$ cat src/rtl/divpipe.sv
// divpipe: fully pipelined unsigned 8-bit / 4-bit restoring divider.
//
// One operand pair is accepted every cycle and there is no backpressure.
// Stage 0 registers the inputs. Stages 1..8 each retire one quotient bit,
// starting with the MSB. Results appear on the stage-8 registers. An operand
// sampled on edge E is therefore visible after edge E+8.
//
// Ports:
//   clk       in   1  rising-edge clock
//   rst       in   1  asynchronous active-low reset, clears every register
//   in_valid  in   1  dvnd/dvsr are sampled this cycle
//   dvnd      in   8  unsigned dividend
//   dvsr      in   4  unsigned divisor
//   out_valid out  1  quot/rem/dbz carry a result
//   quot      out  8  floor(dvnd/dvsr); 8'hFF when dbz
//   rem       out  4  dvnd - quot*dvsr; 0 when dbz
//   dbz       out  1  the divisor of this result was zero
//
// Any stage that receives an invalid slot loads all zeros. As a result, the
// outputs are exactly zero whenever out_valid is low.
module divpipe (
    input  logic       clk,
    input  logic       rst,
    input  logic       in_valid,
    input  logic [7:0] dvnd,
    input  logic [3:0] dvsr,
    output logic       out_valid,
    output logic [7:0] quot,
    output logic [3:0] rem,
    output logic       dbz
);

    // ------------------------------------------------------------------
    // Stage 0: input register
    // ------------------------------------------------------------------
    logic       v0_reg;
    logic [7:0] dvnd0_reg;
    logic [3:0] dvsr0_reg;

    always_ff @(posedge clk or negedge rst) begin
        if (!rst) begin
            v0_reg    <= 1'b0;
            dvnd0_reg <= 8'd0;
            dvsr0_reg <= 4'd0;
        end else begin
            v0_reg    <= in_valid;
            dvnd0_reg <= in_valid ? dvnd : 8'd0;
            dvsr0_reg <= in_valid ? dvsr : 4'd0;
        end
    end

    // ------------------------------------------------------------------
    // Stages 1..7: one quotient bit each.
    //
    // Stage k consumes dividend bit 8-k. It passes on only the bits that are
    // still unconsumed, so its dividend register narrows to 8-k bits.
    //
    // The partial remainder is held in 4 bits. After a restoring step it is
    // always below the divisor, so bit 4 of the 5-bit remainder is always
    // zero. In the divide-by-zero case the datapath value is discarded at
    // stage 8, so dropping that bit is harmless there as well.
    // ------------------------------------------------------------------
    genvar gi;
    generate
        for (gi = 1; gi <= 7; gi++) begin : stg
            localparam int RW = 8 - gi;   // dividend bits kept after this stage

            logic        in_v;
            logic [3:0]  in_r;
            logic [7:0]  in_q;
            logic [RW:0] in_d;
            logic [3:0]  in_s;
            logic        in_z;

            if (gi == 1) begin : src
                assign in_v = v0_reg;
                assign in_r = 4'd0;
                assign in_q = 8'd0;
                assign in_d = dvnd0_reg;
                assign in_s = dvsr0_reg;
                assign in_z = (dvsr0_reg == 4'd0);
            end else begin : src
                assign in_v = stg[gi-1].v_reg;
                assign in_r = stg[gi-1].r_reg;
                assign in_q = stg[gi-1].q_reg;
                assign in_d = stg[gi-1].d_reg;
                assign in_s = stg[gi-1].s_reg;
                assign in_z = stg[gi-1].z_reg;
            end

            logic [4:0] t;
            logic       ge;
            logic [3:0] r_next;
            logic [7:0] q_next;

            always_comb begin
                t              = {in_r, in_d[RW]};
                ge             = (t >= {1'b0, in_s});
                r_next         = ge ? 4'(t - {1'b0, in_s}) : t[3:0];
                q_next         = in_q;
                q_next[8 - gi] = ge;
            end

            logic          v_reg;
            logic [3:0]    r_reg;
            logic [7:0]    q_reg;
            logic [RW-1:0] d_reg;
            logic [3:0]    s_reg;
            logic          z_reg;

            always_ff @(posedge clk or negedge rst) begin
                if (!rst) begin
                    v_reg <= 1'b0;
                    r_reg <= 4'd0;
                    q_reg <= 8'd0;
                    d_reg <= '0;
                    s_reg <= 4'd0;
                    z_reg <= 1'b0;
                end else if (in_v) begin
                    v_reg <= 1'b1;
                    r_reg <= r_next;
                    q_reg <= q_next;
                    d_reg <= in_d[RW-1:0];
                    s_reg <= in_s;
                    z_reg <= in_z;
                end else begin
                    v_reg <= 1'b0;
                    r_reg <= 4'd0;
                    q_reg <= 8'd0;
                    d_reg <= '0;
                    s_reg <= 4'd0;
                    z_reg <= 1'b0;
                end
            end
        end
    endgenerate

    // ------------------------------------------------------------------
    // Stage 8: last quotient bit. These registers drive the outputs
    // directly. A zero divisor overrides whatever the datapath produced.
    // ------------------------------------------------------------------
    logic [4:0] t8;
    logic       ge8;
    logic [3:0] r8_next;
    logic [7:0] q8_next;

    always_comb begin
        t8         = {stg[7].r_reg, stg[7].d_reg[0]};
        ge8        = (t8 >= {1'b0, stg[7].s_reg});
        r8_next    = ge8 ? 4'(t8 - {1'b0, stg[7].s_reg}) : t8[3:0];
        q8_next    = stg[7].q_reg;
        q8_next[0] = ge8;
    end

    always_ff @(posedge clk or negedge rst) begin
        if (!rst) begin
            out_valid <= 1'b0;
            quot      <= 8'd0;
            rem       <= 4'd0;
            dbz       <= 1'b0;
        end else if (stg[7].v_reg) begin
            out_valid <= 1'b1;
            dbz       <= stg[7].z_reg;
            quot      <= stg[7].z_reg ? 8'hFF : q8_next;
            rem       <= stg[7].z_reg ? 4'd0  : r8_next;
        end else begin
            out_valid <= 1'b0;
            quot      <= 8'd0;
            rem       <= 4'd0;
            dbz       <= 1'b0;
        end
    end

endmodule

$ cat config.mk
export PLATFORM = sky130hd
export DESIGN_NAME = divpipe
export DESIGN_NICKNAME = d
export VERILOG_FILES = /design/src/rtl/divpipe.sv
export SDC_FILE = /design/constraint.sdc
export NUM_CORES = 1
export LEC_CHECK = 0
export ABC_CLOCK_PERIOD_IN_PS = 2250
export BUFFER_PORTS_ARGS = -buffer_cell sky130_fd_sc_hd__buf_4
export CAP_MARGIN = 20
export CORE_MARGIN = 2
export CORE_UTILIZATION = 62
export CTS_BUF_LIST = sky130_fd_sc_hd__clkbuf_4 sky130_fd_sc_hd__clkbuf_8
export DETAILED_ROUTE_END_ITERATION = 8
export PLACE_DENSITY = 0.8
export SYNTH_ARGS = -nofsm -noshare
export SYNTH_HDL_FRONTEND = slang
export SYNTH_SLANG_ARGS = --single-unit
$ cat constraint.sdc
create_clock -name clk -period 2.25 [get_ports clk]
set_input_delay 0.225 -clock clk [delete_from_list [all_inputs] [get_ports clk]]
set_output_delay 0.225 -clock clk [all_outputs]
set_load 0.02 [all_outputs]
==> out/results.md, run 1 <==
### Logic synthesis
• area share of the largest cell type after synthesis: 59.3%
• synthesized netlist cell count: 544
• post-synthesis async set-or-reset flop share: 100%
• fraction of synthesized cell area in xor and xnor cells: 0.949%
• mux contribution to synthesized area: 4.11%
• number of distinct standard cells referenced by the synthesized netlist: 38
• compound-cell area share of the yosys netlist: 5.99%
• Yosys Warn Count: 0
• adder-cell share of the synthesized area: 7.98%
• dominant synthesized flop cell: dfrtp_1
• basic-gate share of the synthesized area counting and, or, nand and nor cells: 17.7%
• cells taking the most area after synthesis: dfrtp_1 59%, and2_1 8.4%, ha_1 5.8%
• most numerous cell types in the synthesized netlist: 153 x dfrtp_1, 87 x and2_1, 51 x nand2_1
• mapped cell area: 6460 µm²
• Post-Synthesis Net Count: 596
• number of synthesized register bits: 153
• sequential cell area fraction in the yosys report: 59.3%
• mean area per synthesized cell: 11.9 µm²
• dominant combinational cell family by area after synthesis: simple AND/OR/NAND/NOR gates
• cell type with the highest aggregate area in the netlist: dfrtp_1
• EDFF count, synth: 0
• most used standard cell by instance count after synthesis: dfrtp_1

### Global route
• routing layer with the top usage in global route: met2
• met2 track demand over resource: 39.2%
• met1 global-route usage: 19.7%
• largest net degree at the start of global routing: 66
• number of global-route vias before repair: 4085
• Remaining Overflow, GRT: 0
• Tot GR Track Use: 20.2%
• GR Layer Usage met3: 5.58%
• number of antenna violations at the first check in global routing: 0
• first-pass GRT wire length: 17500 µm

### Finish
• proportion of layout cells with a drive suffix above 1: 14.2%
• area taken by multi-input logic gates: 2370 µm²
• fill cell instance count of the final layout: 698
• final-stage net count: 646
• Reg area: 3830 µm²
• final standard cell utilization of the core: 72.0%
• Antenna Diode Count: 0
• Area Overhead vs Synth: 14.1%

### Clock tree
• clock slew at the register clock pins of the worst setup and hold paths: 0.09 ns
• TritonCTS clock tree: built
• post_cts resized: 0
• buffer levels on the longest clock path: 2
• number of buffers inserted during clock tree synthesis: 17
• clock tree root buffer cell: clkbuf_8
• clock latency at the later pin of the worst-skew pair: 0.44 ns
• H-tree depth: 4
• total clock sinks: 153

### Setup path
• delay of the slowest cell on the worst path: 0.47 ns
• Worst path slowest cell: a2111oi_0
• launch point of the worst reg-to-reg path: stg[1].s_reg[1]
• critical-path maximum fanout: 2
• critical path cell sequence: inv_1 -> ha_1 -> nor2b_1 -> o21a_1 -> a2111oi_0 -> nor4bb_1
• critical path endpoint category: register
• capture point of the worst reg-to-reg path: stg[2].r_reg[3]
• Worst Setup Start Kind: register
• worst setup path class: register to register
• Worst Reg2Reg Path Length in Cells: 6
• Register-to-Register Setup Slack: 0.48 ns
• required time worst endpoint: 2.56 ns
• data arrival time at the worst-slack endpoint: 2.08 ns

### Pwr
• switching share of total power: 25.1%
• peak ir drop on the vdd network: 522 µV
• standby leakage power: 3.47 nW
• sequential fraction of design power: 52.8%
• clock network power share: 37.5%
• Pwr Density: 752 nW/µm²
• total power: 5.54 mW
• power spent charging and discharging nets: 1.39 mW
• Cell Int Power: 4.15 mW
• portion of total power attributed to combinational logic: 9.7%

### Die
• # IOs: 29
• starting utilization of the core area: 63.1%
• DIE WIDTH: 106 µm
• Die ar.: 11200 µm²
• number of core rows: 37
• area of the core region: 10200 µm²
• chip height: 106 µm

### Timing
• Final Skew: 0.0125 ns
• highest clock rate: 0.565 GHz
• normalized max-slew margin: 59.6%
• number of endpoints failing setup at the final stage: 0
• setup TNS after final layout: 0 ns
• Setup WS post-layout: 0.479 ns
• Worst-Margin Slew: 0.606 ns
• setup repair after global routing missed its margin: false
• final count of hold timing violations: 0
• time the final worst path needs with I/O delays and setup: 1.77 ns
• number of pins exceeding their max-slew limit in the final report: 0
• fraction of the cycle the final worst path needs: 78.7%

### Detailed routing
• aggregate routed wire length: 10000 µm
• remaining number of nets flagged by the antenna check after routing: 0
• number of violations reported at the end of detailed-routing iteration 0: 179
• via density per instance: 5.16
• via count: 3835
• number of design rule violations left after detail routing: 0
• Initial DRT Pass Iterations: 4
• average wire per cell in the routed design: 13.5 µm

### Placement
• half-perimeter wire length after placement: 6930 µm
• number of buffers inserted by port buffering: 28
• routability cong.: 0.825
• pre-CTS WS: 0.536 ns

### Hold path
• Tightest Hold Check Type: primary input to asynchronous set/reset pin

### Run
• count of max-cap constraint violations: 0

### Run status
• outcome: complete, no violations

-- cell type report --
class                      instances  share of cell area [%]
clock buffer                      18                    3.36
timing repair buffer              48                    5.76
sequential                       153                    52.0
tap                              136                    2.31
clock inverter                    14                    2.19
inverter                          43                    2.19
multi-input combinational        331                    32.2
-- worst max-delay path by stage --
stage | start | to | slack [ns] | cells past startpoint
detailed placement | stg[1].r_reg[0] | stg[2].r_reg[3] | 0.54 | 5
finish | stg[1].s_reg[1] | stg[2].r_reg[3] | 0.48 | 6
global route | stg[1].s_reg[1] | stg[2].r_reg[3] | 0.37 | 6
global placement | stg[7].r_reg[1] | rem[2] | 0.64 | 5
CTS | stg[1].r_reg[0] | stg[2].r_reg[3] | 0.53 | 5
floorplan | stg[4].r_reg[0] | stg[5].r_reg[3] | 0.70 | 5
-- stage by stage --
step	area (µm²)	hold WS, ns	std cells
floorplan	6460	-0.0706	544
global route	7370	0.377	743
detailed placement	6820	0.250	697
finish	7370	0.336	743
global placement	6820	0.243	697
CTS	7370	0.344	743
-- critical path, delay by kind of cell (launching register included) --
family                   cells  cell delay, ns
flip-flops                   1            0.38
AO/OA/AOI/OAI                2            0.65
buffers and inverters        1            0.11
adder cells (fa/ha/maj)      1            0.25
AND/OR/NAND/NOR              2            0.26
-- power by group through the flow --
stage	registers, mW	clock network, mW	logic (mW)
CTS	2.93	2.13	0.541
global placement	2.98	0	0.493
finish	2.93	2.08	0.538
floorplan	2.96	0	0.369
detailed placement	2.98	0	0.519
global route	2.94	2.26	0.605
-- repair_timing --
action                                  4_1_cts  5_1_grt
hold buffers                                 14        0
endpoints found under the hold margin        76        0
buffers inserted                              0        0
endpoints found under the setup margin        0        0
-- layout by cell type (no fill, tap or decap), drive strengths merged, types with 4 or more instances in the layout --
cell type / instances
a21oi: 9
nand3b: 4
fa: 7
and2: 88
nor2: 25
mux2i: 22
a21boi: 9
buf: 34
mux2: 4
clkinv: 5
dlygate4sd3: 14
ha: 30
clkbuf: 18
o211ai: 4
inv: 48
nand2b: 8
xor2: 6
nor2b: 17
nor3: 8
nand2: 51
o21ai: 9
nand4: 4
o21a: 10
dfrtp: 153
-- per-layer routing --
| layer | up-vias | share of wire, % |
|---|---|---|
| met3 | 20 | 3.2 |
| li1 | 1856 | - |
| met2 | 70 | 58 |
| met5 | - | 0 |
| met1 | 1889 | 36 |
| met4 | 0 | 2.1 |
-- logic make-up after synthesis --
logic type / Yosys count
mux: 26
fa+ha+maj: 37
buf+inv: 60
simple gates: 211
xor+xnor: 7
compound gates: 50
flops: 153
(Power assumes the default switching activity.)
==> run 2: changes to the inputs <==
ABC_AREA = 1   (was default)
ABC_CLOCK_PERIOD_IN_PS = 1600   (was 2250)
CORE_UTILIZATION = 57   (was 62)
PLACE_DENSITY = 0.78   (was 0.8)
clock period = 1.6 ns   (was 2.25 ns; I/O delays follow)
==> run 2 against run 1 <==
Against the previous run:
- sequential share of layout area shrank 2.1 points
- clock power grew 33%
- sequential cell count is the same
- clock-buffer cell count is the same
- fmax grew 13%
- first-iteration DRC count grew 12%
- clock skew grew 0.0031 ns
- setup slack lost 0.45 ns
- register-to-register slack lost 0.45 ns
- power grew 84%
- critical path depth grew 4
- synthesized cell count grew 32%
- highest routed layer unchanged
==> out/results.md, run 2 <==
### Run status
• outcome: complete, no violations

### Timing
• Worst-Margin Slew: 0.548 ns
• number of endpoints failing setup at the final stage: 0
• Hold Slack: 0.222 ns
• normalized max-slew margin: 63.4%
• setup repair after global routing missed its margin: true
• time the final worst path needs with I/O delays and setup: 1.57 ns
• fraction of the cycle the final worst path needs: 97.9%
• setup TNS after final layout: 0 ns
• number of pins exceeding their max-slew limit in the final report: 0
• Setup WS post-layout: 0.0337 ns
• final count of hold timing violations: 0
• Final Skew: 0.0157 ns
• highest clock rate: 0.638 GHz

### Setup path
• Register-to-Register Setup Slack: 0.03 ns
• critical path cell sequence: inv_1 -> ha_2 -> nand2_1 -> clkinv_1 -> nand2_1 -> nand2_2 -> nand2_2 -> nand2_2 -> nor2_1 -> nor2_2
• critical path endpoint category: register
• critical-path maximum fanout: 4
• launch point of the worst reg-to-reg path: stg[5].s_reg[2]
• delay of the slowest cell on the worst path: 0.39 ns
• required time worst endpoint: 1.93 ns
• cell repeated most along the worst path: nand2_2
• number of buffers and inverters on the critical path: 2
• Worst Reg2Reg Path Length in Cells: 10
• capture point of the worst reg-to-reg path: stg[6].r_reg[2]
• cell family contributing the most delay on the critical path: simple AND/OR/NAND/NOR gates
• Worst path slowest cell: dfrtp_1
• Worst Setup Start Kind: register
• data arrival time at the worst-slack endpoint: 1.90 ns
• worst setup path class: register to register

### Global route
• first-pass GRT wire length: 19500 µm
• number of global-route vias before repair: 4626
• number of antenna violations at the first check in global routing: 0
• Tot GR Track Use: 19.5%
• Remaining Overflow, GRT: 0
• largest net degree at the start of global routing: 53

### Logic synthesis
• basic-gate share of the synthesized area counting and, or, nand and nor cells: 20.3%
• dominant synthesized flop cell: dfrtp_1
• fraction of synthesized cell area in xor and xnor cells: 0.932%
• synthesized netlist cell count: 717
• adder-cell share of the synthesized area: 7.84%
• most numerous cell types in the synthesized netlist: 208 x nand2_1, 164 x inv_1, 153 x dfrtp_1
• compound-cell area share of the yosys netlist: 2.07%
• dominant combinational cell family by area after synthesis: simple AND/OR/NAND/NOR gates
• post-synthesis async set-or-reset flop share: 100%
• most used standard cell by instance count after synthesis: nand2_1
• cell type with the highest aggregate area in the netlist: dfrtp_1
• Yosys Warn Count: 0
• Post-Synthesis Net Count: 769
• mux contribution to synthesized area: 0%
• EDFF count, synth: 0
• mean area per synthesized cell: 9.17 µm²
• number of synthesized register bits: 153
• area share of the largest cell type after synthesis: 58.2%
• cells taking the most area after synthesis: dfrtp_1 58%, nand2_1 12%, inv_1 9.4%
• mapped cell area: 6580 µm²
• sequential cell area fraction in the yosys report: 58.2%
• number of distinct standard cells referenced by the synthesized netlist: 24

### Die
• DIE WIDTH: 111 µm
• # IOs: 29
• Die ar.: 12400 µm²
• number of core rows: 39
• area of the core region: 11300 µm²
• starting utilization of the core area: 58.1%
• chip height: 111 µm

### Detailed routing
• aggregate routed wire length: 11000 µm
• Initial DRT Pass Iterations: 7
• via count: 4436
• remaining number of nets flagged by the antenna check after routing: 0
• number of design rule violations left after detail routing: 0
• number of violations reported at the end of detailed-routing iteration 0: 201
• average wire per cell in the routed design: 11.8 µm
• via density per instance: 4.72

### Pwr
• Cell Int Power: 6.70 mW
• portion of total power attributed to combinational logic: 28.7%
• clock network power share: 27.2%
• sequential fraction of design power: 44.1%
• peak ir drop on the vdd network: 866 µV
• standby leakage power: 4.76 nW
• switching share of total power: 34.3%
• power spent charging and discharging nets: 3.50 mW
• Pwr Density: 1330 nW/µm²
• total power: 10.2 mW

### Placement
• Placed Instance Area: 7000 µm²
• half-perimeter wire length after placement: 7600 µm
• pre-CTS WS: 0.0585 ns
• number of buffers inserted by port buffering: 28
• placed cell count: 884
• routability cong.: 0.840

### Clock tree
• number of buffers inserted during clock tree synthesis: 17
• clock slew at the register clock pins of the worst setup and hold paths: 0.08 ns
• H-tree depth: 4
• TritonCTS clock tree: built
• total clock sinks: 153
• clock latency at the later pin of the worst-skew pair: 0.44 ns
• clock tree root buffer cell: clkbuf_8
• buffer levels on the longest clock path: 2

### Run
• count of max-cap constraint violations: 0

### Finish
• Reg area: 3830 µm²
• final-stage net count: 836
• proportion of layout cells with a drive suffix above 1: 15.8%
• area taken by multi-input logic gates: 2110 µm²
• Post-Layout Cell Count: 940
• leading cell type in the layout, fill and taps excluded: nand2_1
• final standard cell utilization of the core: 67.8%
• highest-count cells in the layout ignoring fill and taps: 208 x nand2_1, 163 x inv_1, 153 x dfrtp_1, 60 x nor2_1, 39 x buf_4
• fill cell instance count of the final layout: 817
• Antenna Diode Count: 0
• finished layout cell area: 7680 µm²
• Area Overhead vs Synth: 16.7%

### Hold path
• Tightest Hold Check Type: primary input to asynchronous set/reset pin

-- run 2: cell types whose count changed after synthesis, sizes merged, moves of 6 or more --
cell and delta:
and2 -88, buf +6, clkbuf -8, inv +121, mux2i -22, nand2 +174, nand2b -8, nand3 +18
nor2 +48, nor2b -17, nor3 -6, o21a -10, o21ai -7
-- run 2: power by group through the flow --
stage / Sequential [mW] / Clock, mW / Combinational, mW
2_1_floorplan: 4.54 / 0 / 2.08
3_3_place_gp: 4.55 / 0 / 2.59
3_5_place_dp: 4.56 / 0 / 2.74
4_1_cts: 4.49 / 2.83 / 2.80
5_1_grt: 4.55 / 2.98 / 3.36
6_report: 4.50 / 2.77 / 2.93
-- run 2: worst max-delay path by stage --
stage                          startpoint               to  cells past startpoint
after floorplan           stg[5].r_reg[1]  stg[6].r_reg[2]                      7
after global placement    stg[3].d_reg[4]  stg[4].r_reg[2]                      8
after detailed placement  stg[5].r_reg[1]  stg[6].r_reg[2]                      7
after CTS                 stg[5].r_reg[1]  stg[6].r_reg[2]                      7
after global routing      stg[5].s_reg[2]  stg[6].r_reg[3]                     11
final                     stg[5].s_reg[2]  stg[6].r_reg[2]                     10
-- run 2: worst reg2reg max path: stages, from the launching register on --
cell and delay [ns]:
dfrtp_1 0.39, inv_1 0.08, ha_2 0.31, nand2_1 0.09, clkinv_1 0.05, nand2_1 0.08
nand2_2 0.08, nand2_2 0.10, nand2_2 0.07, nor2_1 0.15, nor2_2 0.06
-- run 2: repair_timing --
item,in CTS,in global routing
gates resized for setup,0,11
hold endpoints to repair,62,0
buffers inserted,0,3
setup endpoints to repair,0,21
hold buffers,21,0
-- run 2: layer usage --
layer / global-route usage (%) / wire length [µm]
met1: 19.8 / 4000
met2: 39.0 / 6510
met3: 4.30 / 375
met4: 6.42 / 166
met5: 0 / 0
-- run 2: cell families after synthesis --
group	after synthesis
xor+xnor	7
simple gates	322
fa+ha+maj	37
flops	153
compound gates	16
buf+inv	182
-- run 2: layout make-up --
type | count | share of cell area (%)
sequential | 153 | 49.9
multi-input combinational | 382 | 27.4
inverter | 167 | 8.17
timing repair buffer | 63 | 7.22
clock buffer | 18 | 3.15
tap | 143 | 2.33
clock inverter | 14 | 1.81
==> run 3: changes to the inputs <==
CORE_ASPECT_RATIO = 0.6   (was default)
==> run 3 against run 2 <==
Against the previous run:
- sequential cell count did not move
- largest power group unchanged
- register-to-register slack improved by 0.02 ns
- clock skew fell by 0.0020 ns
- die area rose by 0.23%
- largest cell class unchanged
==> out/results.md, run 3 (same netlist as run 2, synthesis figures left out) <==
### Run status
• outcome: complete, no violations

### Placement
• half-perimeter wire length after placement: 8060 µm
• routability cong.: 0.910
• placed cell count: 880
• Placed Instance Area: 6970 µm²
• number of buffers inserted by port buffering: 28

### Die
• DIE WIDTH: 143 µm
• area of the core region: 11300 µm²
• chip height: 87.2 µm
• # IOs: 29
• number of core rows: 30
• starting utilization of the core area: 58.4%
• Die ar.: 12400 µm²

### Pwr
• portion of total power attributed to combinational logic: 30.5%
• standby leakage power: 4.77 nW
• Cell Int Power: 6.85 mW
• sequential fraction of design power: 42.4%
• power spent charging and discharging nets: 3.81 mW
• switching share of total power: 35.7%
• peak ir drop on the vdd network: 683 µV
• Pwr Density: 1380 nW/µm²
• clock network power share: 27.1%

### Global route
• number of global-route vias before repair: 4551
• first-pass GRT wire length: 20500 µm
• number of antenna violations at the first check in global routing: 0
• Tot GR Track Use: 21.6%
• Remaining Overflow, GRT: 0
• largest net degree at the start of global routing: 63

### Finish
• Post-Layout Cell Count: 933
• highest-count cells in the layout ignoring fill and taps: 205 x nand2_1, 158 x inv_1, 152 x dfrtp_1, 59 x nor2_1, 35 x buf_4
• final-stage net count: 828
• finished layout cell area: 7750 µm²
• area taken by multi-input logic gates: 2230 µm²
• Area Overhead vs Synth: 17.9%
• fill cell instance count of the final layout: 791
• proportion of layout cells with a drive suffix above 1: 17.7%
• Reg area: 3830 µm²
• Antenna Diode Count: 0
• leading cell type in the layout, fill and taps excluded: nand2_1

### Clock tree
• clock tree root buffer cell: clkbuf_8
• buffer levels on the longest clock path: 2
• clock slew at the register clock pins of the worst setup and hold paths: 0.09 ns
• TritonCTS clock tree: built
• H-tree depth: 4
• clock latency at the later pin of the worst-skew pair: 0.46 ns
• number of buffers inserted during clock tree synthesis: 17
• total clock sinks: 153

### Setup path
• launch point of the worst reg-to-reg path: stg[6].d_reg[1]
• Worst Setup Start Kind: register
• critical-path maximum fanout: 2
• worst setup path class: register to register
• critical path cell sequence: inv_1 -> ha_1 -> inv_1 -> fa_2 -> xnor2_1 -> nand2_1 -> nand2_1 -> nor2_1
• required time worst endpoint: 1.94 ns
• critical path endpoint category: register
• data arrival time at the worst-slack endpoint: 1.89 ns
• delay of the slowest cell on the worst path: 0.37 ns
• Worst path slowest cell: dfrtp_1
• critical path startpoint: stg[6].d_reg[1]

### Timing
• highest clock rate: 0.648 GHz
• fraction of the cycle the final worst path needs: 96.5%
• setup repair after global routing missed its margin: true
• Final Skew: 0.0137 ns
• Worst-Margin Slew: 0.642 ns
• final count of hold timing violations: 0
• number of endpoints failing setup at the final stage: 0
• normalized max-slew margin: 57.2%
• time the final worst path needs with I/O delays and setup: 1.54 ns
• number of pins exceeding their max-slew limit in the final report: 0

### Detailed routing
• number of violations reported at the end of detailed-routing iteration 0: 302
• average wire per cell in the routed design: 13.2 µm
• number of design rule violations left after detail routing: 0
• remaining number of nets flagged by the antenna check after routing: 0
• aggregate routed wire length: 12300 µm
• Initial DRT Pass Iterations: 6
• via density per instance: 4.72
• via count: 4402

### Hold path
• Tightest Hold Check Type: primary input to asynchronous set/reset pin

### Run
• count of max-cap constraint violations: 0

-- run 3: cell count changes in the layout (fill, tap and decap cells not counted), moves of 3 or more --
cell           delta
a21oi_4           +4
a21oi_2           -4
nand2_4           +3
ha_1              -4
nand2_1           -3
ha_4              +4
inv_8             +3
dlygate4sd3_1     -4
inv_1             -5
buf_4             -4
inv_2             +5
-- run 3: final timing paths --
| path | depth (start not counted) | endpoint | slack (ns) |
|---|---|---|---|
| worst min-delay path | 2 | stg[1].r_reg[0] | 0.1 |
| max in group asynchronous | 3 | stg[4].r_reg[1] | 0.86 |
| worst min register to register | 2 | stg[6].d_reg[0] | 0.44 |
| min in group clk | 2 | stg[6].d_reg[0] | 0.44 |
| worst max-delay path | 8 | stg[7].r_reg[2] | 0.06 |
| worst max register to register | 8 | stg[7].r_reg[2] | 0.06 |
-- run 3: critical path: cells and delay by family (launching register included) --
| family | cells | cell delay (ns) |
|---|---|---|
| adders and majority gates | 2 | 0.50 |
| xor gates and xnor gates | 1 | 0.21 |
| and+or+nand+nor | 3 | 0.23 |
| buffers and inverters | 2 | 0.13 |
| DFF | 1 | 0.37 |
-- run 3: area by class of cell --
class                           count  share of cell area, %
Sequential cell                   153                   49.4
Tap cell                          144                   2.32
Timing Repair Buffer               55                   6.25
Clock buffer                       18                   3.20
Inverter                          167                   8.09
Multi-Input combinational cell    382                   28.8
Clock inverter                     14                   1.92
-- run 3: metrics by stage --
| step | TNS [ns] | worst slack (ns) | total power [mW] | util (%) | hold slack, ns |
|---|---|---|---|---|---|
| 2_1_floorplan | 0 | 0.209 | 6.62 | - | -0.136 |
| 6_report | 0 | 0.0559 | 10.7 | 68.8 | 0.0978 |
| 5_1_grt | -0.153 | -0.0553 | 11.4 | 68.8 | 0.0946 |
| 4_1_cts | 0 | 0.0225 | 10.3 | 66.9 | 0.0775 |
| 3_5_place_dp | 0 | 0.0422 | 7.32 | 61.9 | 0.0177 |
| 3_3_place_gp | 0 | 0.0386 | 7.17 | 61.9 | 0.0155 |
-- run 3: power groups by stage --
stage	Clock, mW	Sequential, mW	Combinational, mW
final	2.90	4.52	3.25
after floorplan	0	4.54	2.08
after detailed placement	0	4.56	2.76
after CTS	2.96	4.49	2.83
after global placement	0	4.55	2.63
after global routing	3.16	4.57	3.65
-- run 3: repair_timing --
item / in CTS / in global routing
gates resized for setup: 0 / 40
setup buffers: 0 / 4
setup endpoints to repair: 0 / 26
hold buffers: 17 / 0
hold endpoints to repair: 166 / 0
-- run 3: per-layer routing --
| metal | global-route usage, % | share of wire, % | vias to the layer above | routed length, µm |
|---|---|---|---|---|
| met5 | 0 | 0 | - | 0 |
| met4 | 9.36 | 2.2 | 0 | 266 |
| met3 | 5.72 | 4.9 | 30 | 602 |
| met2 | 33.9 | 47 | 110 | 5830 |
| met1 | 29.0 | 46 | 2072 | 5630 |
| li1 | - | - | 2190 | - |
